===== src/rtl/multicycle_controller.sv =====
// Multicycle MIPS control FSM. Moore outputs decoded from the current state,
// with mem_ready gating the FETCH IR/PC writes and the MEMWR completion pulse.
// Sequences lw, sw, R-type, beq, addi and j; other opcodes are flagged and skipped.
module multicycle_controller #(
  parameter bit MEM_WAIT_EN = 1'b1
) (
  input  logic       clk,
  input  logic       reset_n,
  input  logic [5:0] opcode,
  input  logic       mem_ready,
  output logic       memread,
  output logic       memwrite,
  output logic       iord,
  output logic       irwrite,
  output logic       pcwrite,
  output logic       branch,
  output logic [1:0] pcsrc,
  output logic       alusrca,
  output logic [1:0] alusrcb,
  output logic [1:0] aluop,
  output logic       regdst,
  output logic       memtoreg,
  output logic       regwrite,
  output logic       instr_done,
  output logic       illegal,
  output logic [3:0] state
);

  typedef enum logic [3:0] {
    StFetch    = 4'd0,
    StDecode   = 4'd1,
    StMemAdr   = 4'd2,
    StMemRd    = 4'd3,
    StMemWb    = 4'd4,
    StMemWr    = 4'd5,
    StExecute  = 4'd6,
    StAluWb    = 4'd7,
    StBranch   = 4'd8,
    StAddiExec = 4'd9,
    StAddiWb   = 4'd10,
    StJump     = 4'd11
  } state_e;

  localparam logic [5:0] OpRtype = 6'b000000;
  localparam logic [5:0] OpLw    = 6'b100011;
  localparam logic [5:0] OpSw    = 6'b101011;
  localparam logic [5:0] OpBeq   = 6'b000100;
  localparam logic [5:0] OpAddi  = 6'b001000;
  localparam logic [5:0] OpJ     = 6'b000010;

  state_e state_q;
  logic   rdy;
  logic   op_legal;

  // With waits disabled every memory access completes in a single cycle.
  assign rdy   = MEM_WAIT_EN ? mem_ready : 1'b1;
  assign state = state_q;

  // Flag opcodes this core does not implement.
  always_comb begin
    op_legal = 1'b0;
    case (opcode)
      OpRtype, OpLw, OpSw, OpBeq, OpAddi, OpJ: op_legal = 1'b1;
      default:                                 op_legal = 1'b0;
    endcase
  end

  // State register and next-state sequencing; reset aborts any instruction.
  always_ff @(posedge clk or negedge reset_n) begin
    if (!reset_n) begin
      state_q <= StFetch;
    end else begin
      case (state_q)
        StFetch:    if (rdy) state_q <= StDecode;
        StDecode: begin
          case (opcode)
            OpLw, OpSw: state_q <= StMemAdr;
            OpRtype:    state_q <= StExecute;
            OpBeq:      state_q <= StBranch;
            OpAddi:     state_q <= StAddiExec;
            OpJ:        state_q <= StJump;
            default:    state_q <= StFetch;
          endcase
        end
        StMemAdr:   state_q <= (opcode == OpLw) ? StMemRd : StMemWr;
        StMemRd:    if (rdy) state_q <= StMemWb;
        StMemWr:    if (rdy) state_q <= StFetch;
        StExecute:  state_q <= StAluWb;
        StAddiExec: state_q <= StAddiWb;
        StMemWb, StAluWb, StAddiWb, StBranch, StJump: state_q <= StFetch;
        default:    state_q <= StFetch;
      endcase
    end
  end

  // Datapath controls decoded from state; unlisted controls stay 0.
  always_comb begin
    memread    = 1'b0;
    memwrite   = 1'b0;
    iord       = 1'b0;
    irwrite    = 1'b0;
    pcwrite    = 1'b0;
    branch     = 1'b0;
    pcsrc      = 2'b00;
    alusrca    = 1'b0;
    alusrcb    = 2'b00;
    aluop      = 2'b00;
    regdst     = 1'b0;
    memtoreg   = 1'b0;
    regwrite   = 1'b0;
    instr_done = 1'b0;
    illegal    = 1'b0;
    case (state_q)
      StFetch: begin
        memread = 1'b1;
        alusrcb = 2'b01;
        // IR and PC only update on the cycle the read completes.
        irwrite = rdy;
        pcwrite = rdy;
      end
      StDecode: begin
        alusrcb = 2'b11;
        illegal = ~op_legal;
      end
      StMemAdr, StAddiExec: begin
        alusrca = 1'b1;
        alusrcb = 2'b10;
      end
      StMemRd: begin
        memread = 1'b1;
        iord    = 1'b1;
      end
      StMemWb: begin
        regwrite   = 1'b1;
        memtoreg   = 1'b1;
        instr_done = 1'b1;
      end
      StMemWr: begin
        memwrite   = 1'b1;
        iord       = 1'b1;
        instr_done = rdy;
      end
      StExecute: begin
        alusrca = 1'b1;
        aluop   = 2'b10;
      end
      StAluWb: begin
        regwrite   = 1'b1;
        regdst     = 1'b1;
        instr_done = 1'b1;
      end
      StBranch: begin
        alusrca    = 1'b1;
        aluop      = 2'b01;
        pcsrc      = 2'b01;
        branch     = 1'b1;
        instr_done = 1'b1;
      end
      StAddiWb: begin
        regwrite   = 1'b1;
        instr_done = 1'b1;
      end
      StJump: begin
        pcsrc      = 2'b10;
        pcwrite    = 1'b1;
        instr_done = 1'b1;
      end
      default: ;
    endcase
  end

endmodule


===== config.mk =====
export PLATFORM = sky130hd
export DESIGN_NAME = multicycle_controller
export DESIGN_NICKNAME = d
export VERILOG_FILES = /design/src/rtl/multicycle_controller.sv
export SDC_FILE = /design/constraint.sdc
export NUM_CORES = 1
export LEC_CHECK = 0
export ABC_AREA = 1
export BUFFER_PORTS_ARGS = -buffer_cell sky130_fd_sc_hd__buf_2
export CAP_MARGIN = 20
export CORE_MARGIN = 4
export CORE_UTILIZATION = 37
export DETAILED_ROUTE_END_ITERATION = 10
export HOLD_SLACK_MARGIN = 0.12
export PLACE_DENSITY = 0.81
export REMOVE_ABC_BUFFERS = 1
export SYNTH_ARGS = -nofsm -noshare
export SYNTH_HDL_FRONTEND = slang
export SYNTH_SLANG_ARGS = --single-unit

===== constraint.sdc =====
create_clock -name clk -period 2.16 [get_ports clk]
set_input_delay 0.108 -clock clk [delete_from_list [all_inputs] [get_ports clk]]
set_output_delay 0.108 -clock clk [all_outputs]
set_load 0.02 [all_outputs]

==> run metrics, run 1 <==
initial antenna violation count=0; FILL cells=141; max incr delay on CP=0.43 ns; GP Congestion=0.858; PwrDens=1070 mW/mm^2; RSZ-0062 raised after global routing=no; Starting DRT DRC Count=13; library cells used by synthesis=16; Power Total=746 uW; syn_area_per_cell=5.28 sq um; Peak VDD IR=0.575 mV; die width=45.2 um; final core utilization=53.7%; routed via count=678; Sequential cell area=100 sq um; slowest CP cell=dfrtp_1; Multi-input gate area=329 sq um; later-pin clock latency in the skew report=0.23 ns; wire per inst=9.92 um; skew final=0.00260 ns; cell area after synthesis=512 sq um; CP Cell Sequence=inv_1, nand2_1, nor2_1, nor3b_2, buf_2; sequential fraction of the synthesis area=19.6%; Fmax achieved=614 MHz; Largest register FFs=4; Worst Path Required=2.05 ns; #FFs+latches synth=4; Syn. warnings=0; clk root buf=clkbuf_4; largest net degree at the start of global routing=8; CTS Buf Count=3; reg2reg path depth=7; Core ar.=0.00130 sq mm; layout cells sized above 1=31.8%; fin crit share=75.4%; Worst-Margin Slew=0.278 ns; max-cap violation count=0; commonest non-fill, non-tap cell in the layout=buf_2; CTS tree=yes; Setup Crit Path Kind=reg2out; Final Hold Viols=0; Die Area=0.00204 sq mm; Max Fanout on Critical Path=6; commonest cells after routing, fill and taps aside=30 x buf_2, 25 x nand2_1, 23 x nor2_1; vias in the first global route=608; I/O pin total=31; Port Buffers=30; Tot GR Track Use=16.3%; min-delay worst type=in2async; CTS Sinks=4; CTS max path bufs=2; final setup fails=0; CP Launch Type=register; grt ovf=0; max-slew violation count=0; Post-DRT Antenna Nets=0; global-route wire length before repair=2430 um; Die Height=45.2 um; run status=complete, no violations; Worst slew margin=81.4%; Post-Route WL=1430 um; Worst Path Arrival=1.52 ns; Final HPWL DP=1240 um; Final nets=140; remaining routing DRC violations=0; area growth from synthesis to layout=36.4%; Final min period=1.63 ns; Cells after Synth=97; row count=13; vias per cell=4.71; Pleak=0.463 nW; setup_tns=0 ns; TritonRoute pass-1 iters=4; Starting Density=39.3%; Critical Path Sink Type=primary output; Ant. Diodes=0; htree depth=1; CTS clk-pin slew, worst paths=0.04 ns
[logic make-up after synthesis]
kind of cell | share of synthesized area (%)
AOI/OAI and AO/OA | 7.82
DFF | 19.6
buffers and inverters | 16.1
and+or+nand+nor | 56.5
[per-stage QoR]
step                setup slack, ns  hold WS [ns]  instances  instance area [sq um]
finish                        0.532         0.216        144                    698
global route                  0.399         0.227        144                    698
CTS                           0.551         0.195        144                    698
detailed placement            0.806       -0.0839        140                    666
global placement              0.873       -0.0866        140                    666
floorplan                     0.216        -0.188         95                    497
[path summary, 6_finish.rpt]
path / startpoint / end / slack (ns)
max in group asynchronous: reset_n / state[3]$_DFFE_PN0P_ / 1.83
hold reg to reg: state[0]$_DFFE_PN0P_ / state[0]$_DFFE_PN0P_ / 0.64
hold / removal: reset_n / state[0]$_DFFE_PN0P_ / 0.22
setup / recovery: state[1]$_DFFE_PN0P_ / illegal / 0.53
setup reg to reg: state[1]$_DFFE_PN0P_ / state[1]$_DFFE_PN0P_ / 0.92
min in group clk: mem_ready / state[2]$_DFFE_PN0P_ / 0.23
[power by group]
group,total [mW],internal (mW),switching (mW)
combinational,0.529,0.169,0.360
clock,0.0892,0.0619,0.0273
sequential,0.127,0.0957,0.0314
total,0.746,0.327,0.419
[final cells by class]
type / instances / area share, %
multi-input combinational: 73 / 47.1
timing repair buffer: 31 / 22.9
sequential: 4 / 14.3
inverter: 18 / 9.68
clock buffer: 3 / 3.23
tap: 15 / 2.69
[synthesized netlist by cell type]
cell,number,area (sq um)
nor2_2,3,18.8
nor3b_2,1,12.5
inv_1,17,63.8
dfrtp_1,4,100
nand2_2,2,12.5
o21ai_0,3,15.0
nand2_1,25,93.8
nor2_1,23,86.3
nand3_1,11,55.1
inv_2,1,3.75
o221ai_1,1,8.76
nand3_2,1,10.0
o22ai_1,1,6.26
o21ai_1,1,5.00
buf_4,2,15.0
a21oi_1,1,5.00
[per-layer routing]
layer | vias up | routed length [um] | track usage, %
li1 | 360 | - | -
met1 | 302 | 623 | 20.0
met2 | 16 | 743 | 26.6
met3 | 0 | 61 | 3.19
met4 | 0 | 0 | 8.77
met5 | - | 0 | 0
[worst max-delay path: cells and delay by family, from the launching register on]
kind          cells  cell delay (ns)
simple gates      3             0.59
flops             1             0.43
buf+inv           2             0.27
[timing repair]
item / 4_1_cts / 5_1_grt
buffers inserted: 0 / 0
hold buffers: 1 / 0
hold endpoints to repair: 4 / 0
gates resized for setup: 0 / 0
Note: power is estimated with default switching activity, not from simulation.
==> run 2: changes to the inputs <==
Clock period 2.16 ns to 1.55 ns, I/O delays scaled along.
==> run metrics, run 2 (synthesized netlist as in run 1, its figures left out) <==
Starting DRT DRC Count=13; fin area=722 sq um; area growth from synthesis to layout=41.1%; CTS clk-pin slew, worst paths=0.04 ns; Sequential Power Share=16.7%; global-route wire length before repair=2330 um; max incr delay on CP=0.39 ns; routed via count=702; Worst-Margin Slew=0.259 ns; Max Fanout on Critical Path=5; I/O pin total=31; commonest cells after routing, fill and taps aside=28 x buf_2, 23 x nand2_1, 20 x nor2_1; final setup fails=0; Critical Path Sink Type=primary output; min-delay worst type=in2async; slowest CP cell=dfrtp_1; Worst Path Arrival=1.38 ns; sw power=609 uW; CP Cell Sequence=inv_1, nand2_1, nor2_4, nor3b_2, buf_2; Final nets=140; later-pin clock latency in the skew report=0.23 ns; Switching Share=55.5%; final core utilization=55.5%; Levels on crit path=5; Worst Setup SP=state[3]$_DFFE_PN0P_; Setup Crit Path Kind=reg2out; vias per cell=4.88; CTS Sinks=4; Starting Density=39.3%; TritonRoute pass-1 iters=4; vias in the first global route=588; RSZ-0062 raised after global routing=yes; Peak VDD IR=0.796 mV; die width=45.2 um; Worst Path Required=1.47 ns; CTS tree=yes; grt ovf=0; wire per inst=10.6 um; initial antenna violation count=0; PwrDens=1520 mW/mm^2; Final min period=1.45 ns; Die Height=45.2 um; reg2reg path depth=8; Die Area=0.00204 sq mm; combinational fraction of design power=71.9%; Clock power frac=11.4%; fin crit share=93.7%; layout cells sized above 1=37.2%; Final HPWL DP=1200 um; hold slack=0.187 ns; Core ar.=0.00130 sq mm; clk root buf=clkbuf_4; count of buffer and inverter cells on the critical path=2; skew final=0.00344 ns; Post-DRT Antenna Nets=0; run status=complete, no violations; max-slew violation count=0; Ant. Diodes=0; Tot GR Track Use=15.1%; FILL cells=133; Worst slew margin=82.6%; Pleak=0.462 nW; CTS Buf Count=3; Post-Route WL=1530 um; GP Congestion=0.868; Post-DP Area=666 sq um; Largest register FFs=4; CTS max path bufs=2; critical path's top delay family=simple AND/OR/NAND/NOR gates; htree depth=1; largest net degree at the start of global routing=8; max-cap violation count=0; row count=13; CP Launch Type=register; remaining routing DRC violations=0; Cell Int Power=488 uW; Fmax achieved=688 MHz; RR Startpoint=state[3]$_DFFE_PN0P_; commonest non-fill, non-tap cell in the layout=buf_2; Port Buffers=30; Final Hold Viols=0
## run 2: cell types whose count changed in the layout (fill, tap and decap cells not counted)
| cell | delta |
|---|---|
| nand2_2 | +2 |
| dfrtp_1 | -1 |
| nand2_1 | -2 |
| nor2_4 | +1 |
| nor2_1 | -3 |
| inv_1 | -1 |
| buf_2 | -2 |
| inv_2 | +1 |
| nor2_2 | +2 |
| buf_4 | +2 |
| dfrtp_2 | +1 |
## run 2: per-layer routing
metal | wire [um] | global-route usage, %
met4 | 0 | 7.02
met2 | 790 | 24.9
met5 | 0 | 0
met1 | 656 | 19.5
met3 | 79 | 1.59
## run 2: cell type report
type | count | area [sq um] | area share (%)
well taps | 15 | 18.8 | 2.60
flip-flops and latches | 4 | 101 | 14.0
inverters | 18 | 67.6 | 9.36
repair buffers | 31 | 165 | 22.9
clock buffers | 3 | 22.5 | 3.12
multi-input cells | 73 | 347 | 48.0
## run 2: repair_timing
action                                  CTS  global route
buffers inserted                          0             0
endpoints found under the hold margin     4             0
endpoints found under the setup margin    0             4
hold buffers                              1             0
gates resized for setup                   0            10
## run 2: metrics by stage
stage / worst slack [ns] / cells / setup TNS, ns / total power [mW]
2_1_floorplan: -0.364 / 95 / -0.594 / 0.688
6_report: 0.0971 / 144 / 0 / 1.10
5_1_grt: -0.0131 / 144 / -0.0195 / 1.20
3_3_place_gp: 0.295 / 140 / 0 / 0.899
3_5_place_dp: 0.288 / 140 / 0 / 0.909
4_1_cts: 0.0253 / 144 / 0 / 1.05
## run 2: worst paths after layout
path | end | slack (ns)
worst max-delay path | illegal | 0.1
worst min register to register | state[0]$_DFFE_PN0P_ | 0.65
min in group clk | state[0]$_DFFE_PN0P_ | 0.20
worst max register to register | state[0]$_DFFE_PN0P_ | 0.28
max in group asynchronous | state[1]$_DFFE_PN0P_ | 1.24
worst min-delay path | state[0]$_DFFE_PN0P_ | 0.19
## run 2: power groups by stage
| stage | clock (mW) | combinational, mW | sequential [mW] |
|---|---|---|---|
| after floorplan | 0 | 0.484 | 0.204 |
| after global routing | 0.135 | 0.879 | 0.188 |
| after detailed placement | 0 | 0.735 | 0.174 |
| after CTS | 0.135 | 0.738 | 0.173 |
| final | 0.125 | 0.789 | 0.183 |
| after global placement | 0 | 0.728 | 0.172 |
## run 2: worst register-to-register path, delay by kind of cell, from the launching register on
kind                   cells  cell delay, ns
buffers and inverters      2            0.20
and+or+nand+nor            6            0.60
DFF                        1            0.39
==> run 3: changes to the inputs <==
Settings changed: BUFFER_PORTS_ARGS -buffer_cell sky130_fd_sc_hd__buf_2 to -buffer_cell sky130_fd_sc_hd__clkbuf_2.
==> run metrics, run 3 (synthesized netlist as in run 1, its figures left out) <==
run status=complete, no violations; flop2flop setup slack=0.28 ns; vias in the first global route=586; worst setup margin=0.0605 ns; min-delay worst type=in2async; Clock power frac=11.1%; Ant. Diodes=0; setup_tns=0 ns; later-pin clock latency in the skew report=0.23 ns; Post-DRT Antenna Nets=0; slowest CP cell=dfrtp_2; Worst Path Required=1.47 ns; CTS clk-pin slew, worst paths=0.04 ns; clk root buf=clkbuf_4; layout cells sized above 1=41.1%; FILL cells=137; PwrDens=1510 mW/mm^2; Tot GR Track Use=14.5%; worst slack, placed=0.238 ns; Worst-Margin Slew=0.253 ns; TritonRoute pass-1 iters=5; Final nets=140; Finished Layout Cells=144; Die Area=0.00204 sq mm; RSZ-0062 raised after global routing=no; vias per cell=4.69; Post-DP Area=666 sq um; skew final=0.00340 ns; Cell Int Power=493 uW; row count=13; Switching Share=55.6%; Worst R2R End=state[1]$_DFFE_PN0P_; sw power=619 uW; CP most frequent cell=inv_1; Power Total=1.11 mW; Final HPWL DP=1220 um; hold slack=0.181 ns; final setup fails=0; initial antenna violation count=0; Setup Crit Path Kind=reg2out; Sequential Power Share=16.7%; CP Launch Type=register; Starting DRT DRC Count=14; die width=45.2 um; CTS tree=yes; GP Congestion=0.835; wire per inst=9.78 um; grt ovf=0; Worst Path Arrival=1.41 ns; final core utilization=56.7%; CTS Sinks=4; Starting Density=39.3%; Port Buffers=30; area growth from synthesis to layout=44.3%; Critical Path Sink Type=primary output; Pleak=0.452 nW; remaining routing DRC violations=0; Largest register FFs=4; largest net degree at the start of global routing=8; Final min period=1.49 ns; max incr delay on CP=0.44 ns; CTS Buf Count=3; RR Startpoint=state[1]$_DFFE_PN0P_; Core ar.=0.00130 sq mm; commonest cells after routing, fill and taps aside=28 x clkbuf_2, 22 x nand2_1, 17 x nor2_1; CTS max path bufs=2; CP Cell Sequence=inv_1, nand2_1, inv_1, nand2_2, o221ai_1, buf_4; Sequential cell area=103 sq um; routed via count=676; Post-Route WL=1410 um; reg2reg path depth=7; I/O pin total=31; htree depth=1; Peak VDD IR=0.825 mV; Max Fanout on Critical Path=6; combinational fraction of design power=72.2%; commonest non-fill, non-tap cell in the layout=clkbuf_2; count of buffer and inverter cells on the critical path=3; Final Hold Viols=0; Fmax achieved=671 MHz; Multi-input gate area=362 sq um; fin area=738 sq um; max-cap violation count=0; Worst slew margin=83.1%; global-route wire length before repair=2170 um; critical path's top delay family=flip-flops; Die Height=45.2 um; max-slew violation count=0; fin crit share=96.1%; placed cell count=140
-- run 3: area by class of cell --
| type | count | area share (%) |
|---|---|---|
| Multi-Input combinational cell | 73 | 49.0 |
| Timing Repair Buffer | 31 | 22.4 |
| Sequential cell | 4 | 13.9 |
| Inverter | 18 | 9.15 |
| Clock buffer | 3 | 3.05 |
| Tap cell | 15 | 2.54 |
-- run 3: worst max-delay path by stage --
stage / endpoint / start / slack [ns] / depth (start not counted)
after floorplan: alusrca / state[3]$_DFFE_PN0P_ / -0.36 / 6
after global placement: illegal / state[3]$_DFFE_PN0P_ / 0.26 / 5
after detailed placement: illegal / state[3]$_DFFE_PN0P_ / 0.24 / 5
after CTS: alusrca / state[0]$_DFFE_PN0P_ / 0.04 / 6
after global routing: instr_done / state[1]$_DFFE_PN0P_ / 0.0008 / 6
final: instr_done / state[1]$_DFFE_PN0P_ / 0.06 / 6
-- run 3: per-layer routing --
layer	track usage [%]	wire length, um	up-vias	part of all wire (%)
met2	25.4	751	14	53
li1	-	-	364	-
met5	0	0	-	0
met3	3.59	57	0	4.0
met4	8.77	0	0	0
met1	15.3	599	298	43
-- run 3: power groups by stage --
stage | sequential (mW) | combinational, mW | clock, mW
3_3_place_gp | 0.173 | 0.730 | 0
2_1_floorplan | 0.204 | 0.484 | 0
4_1_cts | 0.176 | 0.743 | 0.133
5_1_grt | 0.189 | 0.881 | 0.143
6_report | 0.186 | 0.803 | 0.124
3_5_place_dp | 0.177 | 0.732 | 0
-- run 3: worst reg2reg max path, cell delays in order, from the launching register on --
cell	delay [ns]
dfrtp_2	0.42
inv_1	0.05
nand2_1	0.15
inv_1	0.11
nand2_1	0.12
o21ai_1	0.08
nor2_1	0.12
nand3_1	0.10
-- run 3: repair_timing --
action | in CTS | in global routing
endpoints found under the setup margin | 1 | 8
hold endpoints to repair | 4 | 0
gates resized for setup | 1 | 17
hold buffers | 1 | 0
buffers inserted | 0 | 0
